--- src/rtl/mem_copy_engine_pkg.sv ---
// Shared types and default widths for the memory copy engine.
package mem_copy_engine_pkg;

   localparam int unsigned ADDR_W_DEF = 8;
   localparam int unsigned DATA_W_DEF = 8;

   typedef enum logic [1:0] {
      IDLE = 2'd0,
      RD   = 2'd1,
      WR   = 2'd2,
      DONE = 2'd3
   } state_e;

endpackage

--- src/rtl/mem_copy_engine_if.sv ---
// Data memory bus: the engine is master, the memory array is slave.
interface mem_copy_engine_if
   import mem_copy_engine_pkg::*;
#(
   parameter int unsigned ADDR_W = ADDR_W_DEF,
   parameter int unsigned DATA_W = DATA_W_DEF
) ();

   logic [ADDR_W-1:0] mem_addr;
   logic              mem_read;
   logic              mem_write;
   logic [DATA_W-1:0] write_value;
   logic [DATA_W-1:0] read_value;

   modport master (
      output mem_addr,
      output mem_read,
      output mem_write,
      output write_value,
      input  read_value
   );

   modport slave (
      input  mem_addr,
      input  mem_read,
      input  mem_write,
      input  write_value,
      output read_value
   );

endinterface

--- src/rtl/mem_copy_engine.sv ---
// Byte-serial memory copy engine sharing the data memory with the core.
// In IDLE the core owns the bus; otherwise the engine alternates RD/WR.
module mem_copy_engine
   import mem_copy_engine_pkg::*;
#(
   parameter int unsigned ADDR_W = ADDR_W_DEF,
   parameter int unsigned DATA_W = DATA_W_DEF
) (
   input  logic              clk,
   input  logic              reset,
   input  logic              start,
   input  logic [ADDR_W-1:0] src_addr,
   input  logic [ADDR_W-1:0] dst_addr,
   input  logic [ADDR_W-1:0] len,
   output logic              busy,
   output logic              done,
   input  logic [ADDR_W-1:0] core_addr,
   input  logic              core_read,
   input  logic              core_write,
   input  logic [DATA_W-1:0] core_wdata,
   output logic              core_stall,
   mem_copy_engine_if.master mem
);

   localparam logic [ADDR_W-1:0] ADDR_ONE = ADDR_W'(1);

   state_e            state_q, state_d;
   logic [ADDR_W-1:0] src_q, src_d;
   logic [ADDR_W-1:0] dst_q, dst_d;
   logic [ADDR_W-1:0] cnt_q, cnt_d;
   logic [DATA_W-1:0] buf_q, buf_d;

   // State and datapath registers, cleared asynchronously by reset low.
   always_ff @(posedge clk or negedge reset) begin
      if (!reset) begin
         state_q <= IDLE;
         src_q   <= '0;
         dst_q   <= '0;
         cnt_q   <= '0;
         buf_q   <= '0;
      end else begin
         state_q <= state_d;
         src_q   <= src_d;
         dst_q   <= dst_d;
         cnt_q   <= cnt_d;
         buf_q   <= buf_d;
      end
   end

   // Next-state, datapath updates and bus mux (core pass-through only in IDLE).
   always_comb begin
      state_d         = state_q;
      src_d           = src_q;
      dst_d           = dst_q;
      cnt_d           = cnt_q;
      buf_d           = buf_q;
      busy            = 1'b1;
      done            = 1'b0;
      mem.mem_addr    = '0;
      mem.mem_read    = 1'b0;
      mem.mem_write   = 1'b0;
      mem.write_value = buf_q;

      unique case (state_q)
         IDLE: begin
            busy            = 1'b0;
            mem.mem_addr    = core_addr;
            mem.mem_read    = core_read;
            mem.mem_write   = core_write;
            mem.write_value = core_wdata;
            if (start) begin
               if (len != '0) begin
                  src_d   = src_addr;
                  dst_d   = dst_addr;
                  cnt_d   = len;
                  state_d = RD;
               end else begin
                  state_d = DONE;
               end
            end
         end
         RD: begin
            mem.mem_addr = src_q;
            mem.mem_read = 1'b1;
            buf_d        = mem.read_value;
            state_d      = WR;
         end
         WR: begin
            mem.mem_addr  = dst_q;
            mem.mem_write = 1'b1;
            src_d         = src_q + ADDR_ONE;
            dst_d         = dst_q + ADDR_ONE;
            cnt_d         = cnt_q - ADDR_ONE;
            state_d       = (cnt_q == ADDR_ONE) ? DONE : RD;
         end
         DONE: begin
            done    = 1'b1;
            state_d = IDLE;
         end
         default: state_d = IDLE;
      endcase
   end

   assign core_stall = busy;

endmodule
--- src/flat_wrapper.sv ---
// flat-port wrapper written by rule: the top's interface ports become plain ports
module mem_copy_engine_flat import mem_copy_engine_pkg::*;
#(
   parameter int unsigned ADDR_W = ADDR_W_DEF,
   parameter int unsigned DATA_W = DATA_W_DEF
)
  (clk, reset, start, src_addr, dst_addr, len, busy, done, core_addr, core_read, core_write, core_wdata, core_stall, mem_mem_addr, mem_mem_read, mem_mem_write, mem_write_value, mem_read_value);
  mem_copy_engine_if #(.ADDR_W(ADDR_W), .DATA_W(DATA_W)) mem_i ();
  input  logic clk;
  input  logic reset;
  input  logic start;
  input  logic [ADDR_W-1:0] src_addr;
  input  logic [ADDR_W-1:0] dst_addr;
  input  logic [ADDR_W-1:0] len;
  output logic busy;
  output logic done;
  input  logic [ADDR_W-1:0] core_addr;
  input  logic core_read;
  input  logic core_write;
  input  logic [DATA_W-1:0] core_wdata;
  output logic core_stall;
  output wire logic [$bits(mem_i.mem_addr)-1:0] mem_mem_addr;
  output wire logic [$bits(mem_i.mem_read)-1:0] mem_mem_read;
  output wire logic [$bits(mem_i.mem_write)-1:0] mem_mem_write;
  output wire logic [$bits(mem_i.write_value)-1:0] mem_write_value;
  input wire logic [$bits(mem_i.read_value)-1:0] mem_read_value;
  assign mem_mem_addr = mem_i.mem_addr;
  assign mem_mem_read = mem_i.mem_read;
  assign mem_mem_write = mem_i.mem_write;
  assign mem_write_value = mem_i.write_value;
  assign mem_i.read_value = mem_read_value;
  mem_copy_engine #(.ADDR_W(ADDR_W), .DATA_W(DATA_W)) u_core (.clk(clk), .reset(reset), .start(start), .src_addr(src_addr), .dst_addr(dst_addr), .len(len), .busy(busy), .done(done), .core_addr(core_addr), .core_read(core_read), .core_write(core_write), .core_wdata(core_wdata), .core_stall(core_stall), .mem(mem_i));
endmodule
--- config.mk ---
export PLATFORM = sky130hd
export DESIGN_NAME = mem_copy_engine_flat
export DESIGN_NICKNAME = d
export VERILOG_FILES = /design/src/rtl/mem_copy_engine_pkg.sv /design/src/rtl/mem_copy_engine_if.sv /design/src/rtl/mem_copy_engine.sv /design/src/flat_wrapper.sv
export SDC_FILE = /design/constraint.sdc
export NUM_CORES = 1
export LEC_CHECK = 0
export BUFFER_PORTS_ARGS = -buffer_cell sky130_fd_sc_hd__buf_2
export CORE_MARGIN = 3
export CORE_UTILIZATION = 50
export DETAILED_ROUTE_END_ITERATION = 10
export PLACE_DENSITY = 0.9
export SETUP_SLACK_MARGIN = 0.05
export SLEW_MARGIN = 25
export SYNTH_ARGS = -nofsm -noshare
export SYNTH_HDL_FRONTEND = slang
export SYNTH_SLANG_ARGS = --single-unit
--- constraint.sdc ---
create_clock -name clk -period 2.03 [get_ports clk]
set_input_delay 0.3045 -clock clk [delete_from_list [all_inputs] [get_ports clk]]
set_output_delay 0.3045 -clock clk [all_outputs]
set_load 0.005 [all_outputs]
==> reports/results.tsv <==
stage	metric	value	unit
clock_network	cts_sinks	34	
yosys	synth_nets	297	
yosys	syn-mean-instance-area	9.11	µm²
power_and_ir_drop	p_total	4590	µW
clock_network	cts_tree	yes	
worst_setup_path	crit_fanout	7	
worst_setup_path	worstSetupEndpointType	primary output	
worst_setup_path	path_cells	nor2_4 > buf_4 > mux2_2 > buf_2	
layout	drive_gt1_share	35.7	%
yosys	synth_area	2190	µm²
clock_network	path_clk_slew	0.07	ns
timing	fmax	519	MHz
yosys	synth_cells	240	
clock_network	clk_latency	0.30	ns
global_routing	grt_max_degree	40	
timing	worst_slack	0.102	ns
worst_setup_path	critPathMaxStageDelay	0.43	ns
yosys	synth_cell_type_count	45	
timing	relSlewSlack	48.8	%
yosys	ys_ff_latch	34	
timing	finalSetupViolations	0	
clock_network	cts_root_buf	clkbuf_8	
clock_network	numCtsBuffers	5	
worst_setup_path	reg2reg_from	u_core.state_q[1]$_DFFE_PN0P_	
placed_design	portBuffers	73	
yosys	synthMuxAreaShare	11.9	%
worst_setup_path	critPathArrivalTime	1.62	ns
global_routing	grt_pass1_wl	9.27	mm
layout	n_fill_cell	332	
layout	final_common_cell	buf_2	
detailed_routing	drt_wl_total	6.40	mm
layout	synthToLayoutAreaGrowth	25.4	%
die	coreArea	4120	µm²
worst_setup_path	cpLargestDelayFamily	flip-flops	
power_and_ir_drop	power.density	1670	nW/µm²
worst_setup_path	critPathBufInv	2	
detailed_routing	vias_per_cell	5.93	
detailed_routing	firstDrtPassIters	4	
detailed_routing	num_vias	2157	
layout	utilization	66.6	%
timing	hold_viol	0	
yosys	synth_top_family_by_area	compound AO/OA/AOI/OAI gates	
timing	setup-tns-final	0	ns
worst_setup_path	rr_worst_depth	5	
layout	nets	370	
worst_setup_path	cp_slowest_cell	dfrtp_1	
die	rows	23	
worst_setup_path	r2r_slack	0.20	ns
timing	tightest_slew	0.768	ns
global_routing	track_usage	22.9	%
min_path	hold_path.class	input port to asynchronous set/reset pin	
placed_design	pre_cts_ws	0.208	ns
layout	diodes	0	
detailed_routing	drtAntennaViolNets	0	
yosys	yosysWarnings	0	
layout	layout_common_cells	73 x buf_2, 34 x dfrtp_1, 27 x a21oi_1, 26 x o21ai_0, 25 x nand2_1	
detailed_routing	drc_errors	0	
global_routing	grt-ovfl-total	0	
global_routing	antenna_found_initial	0	
run	maxCapViolations	0	
yosys	seq_area_frac_synth	38.9	%
clock_network	htreeDepth	2	
outcome	status	finished, final reports clean	
detailed_routing	wl_per_cell	17.6	µm
timing	skew	0.0113	ns
timing	slew_violations	0	
placed_design	dp_hpwl	4.30	mm
clock_network	cts_buffer_depth	2	
detailed_routing	drt_iter0_markers	231	
worst_setup_path	worstSetupPathType	register to primary output	
yosys	synthSimpleGateAreaFrac	17.9	%
die	ios	74	
yosys	synth-xor-area-share	0	%
yosys	synth_compound_area_share	23.6	%
die	die_y	72.1	µm
power_and_ir_drop	ir_drop	0.990	mV
die	fp.dieW	72.1	µm
timing	fin_crit_sh	95.0	%
worst_setup_path	cp.required	1.73	ns
die	initial_core_util	53.1	%
power_and_ir_drop	p_leak	0.00123	µW
worst_setup_path	start_kind	register	
yosys	synth-adder-area-share	2.29	%
placed_design	gp_congestion	0.827	
timing	min_period	1.93	ns
timing	rsz0062_at_grt	yes	
worst_setup_path	r2r-end	u_core.cnt_q[0]$_DFFE_PN0P_	
global_routing	grt_pass1_vias	2006	
die	die_area	5200	µm²
clock_network	cts_hold_buffers	0	
==> cell usage after synthesis <==
master	count	area share, %
a211o_1	1	0.40
a211oi_1	2	0.69
a21oi_1	27	6.2
a22oi_1	2	0.69
a2bb2oi_1	3	1.2
a311o_1	1	0.46
a31o_4	1	0.80
a31oi_1	3	0.86
a31oi_4	1	0.97
and2_1	1	0.29
and3_1	1	0.29
and4_1	2	0.80
and4b_1	2	0.92
buf_2	7	1.6
buf_4	6	2.1
buf_6	1	0.52
clkbuf_1	1	0.17
clkbuf_2	1	0.23
dfrtp_1	34	39
ha_1	4	2.3
inv_1	5	0.86
mux2_2	16	8.2
mux2i_1	8	3.7
nand2_1	25	4.3
nand2b_1	2	0.57
nand3_1	7	1.6
nand4_1	2	0.57
nor2_1	19	3.3
nor2b_1	2	0.57
nor3_1	4	0.92
nor3b_1	2	0.69
nor4_1	2	0.57
nor4_4	2	1.9
o211ai_1	1	0.34
o21a_1	1	0.34
o21ai_0	26	6.0
o21ai_1	2	0.46
o21bai_4	1	0.86
o22a_1	1	0.40
o22ai_1	5	1.4
o2bb2ai_1	2	0.80
o31ai_1	1	0.34
o32ai_1	1	0.40
or2_2	1	0.29
or3_1	1	0.29
==> where the power goes <==
part	switching, µW	total [µW]	leakage [µW]	internal (µW)
sequential	377	1400	0.000392	1020
combinational	1360	2560	0.000788	1200
clock	258	626	0.0000524	367
==> cell families (layout without fill, tap and decap cells) <==
group           count (synthesis)  count (layout)
compound gates                 82              82
simple gates                   75              75
flops                          34              34
mux                            24              24
buf+inv                        21              95
fa+ha+maj                       4               4
==> routing by layer <==
| layer | up-vias | wire length, µm | global-route usage, % |
|---|---|---|---|
| li1 | 1029 | - | - |
| met1 | 1022 | 2620 | 29.7 |
| met2 | 90 | 3160 | 37.2 |
| met3 | 16 | 455 | 5.40 |
| met4 | 0 | 157 | 8.56 |
| met5 | - | 0 | 0 |
==> metrics by stage <==
| step | hold slack, ns | cell area [µm²] | std cells |
|---|---|---|---|
| final | 0.0695 | 2740 | 364 |
| after global routing | 0.120 | 2740 | 364 |
| after CTS | 0.107 | 2690 | 362 |
| after detailed placement | 0.422 | 2580 | 354 |
| after global placement | 0.414 | 2580 | 354 |
| after floorplan | 0.00891 | 2190 | 240 |
==> flip-flops by register name, summed over array words and instances, names as in the netlist <==
register,flops
u_core.buf_q,8
u_core.cnt_q,8
u_core.dst_q,8
u_core.src_q,8
u_core.state_q,2
==> repair_timing <==
action,in CTS,in global routing
resized for setup,1,4
buffers inserted,0,1
endpoints found under the setup margin,7,15
gates cloned,0,1
==> area by class of cell <==
class | count | area (µm²) | share of cell area [%]
timing repair buffer | 82 | 470 | 17.2
clock inverter | 1 | 30.0 | 1.10
multi-input combinational | 185 | 1230 | 44.9
tap | 50 | 62.6 | 2.28
inverter | 5 | 18.8 | 0.685
sequential | 34 | 851 | 31.1
clock buffer | 7 | 76.3 | 2.79
==> how the worst max path moves through the flow <==
stage | start | cells past startpoint | end
after global placement | u_core.state_q[0]$_DFFE_PN0P_ | 4 | mem_write_value[3]
after CTS | u_core.state_q[1]$_DFFE_PN0P_ | 4 | mem_write_value[6]
after detailed placement | u_core.state_q[1]$_DFFE_PN0P_ | 4 | mem_write_value[6]
after global routing | u_core.state_q[0]$_DFFE_PN0P_ | 6 | mem_mem_addr[0]
after floorplan | u_core.state_q[0]$_DFFE_PN0P_ | 4 | mem_write_value[0]
final | u_core.state_q[1]$_DFFE_PN0P_ | 4 | mem_write_value[3]
Power figures use the tool's default switching activity.
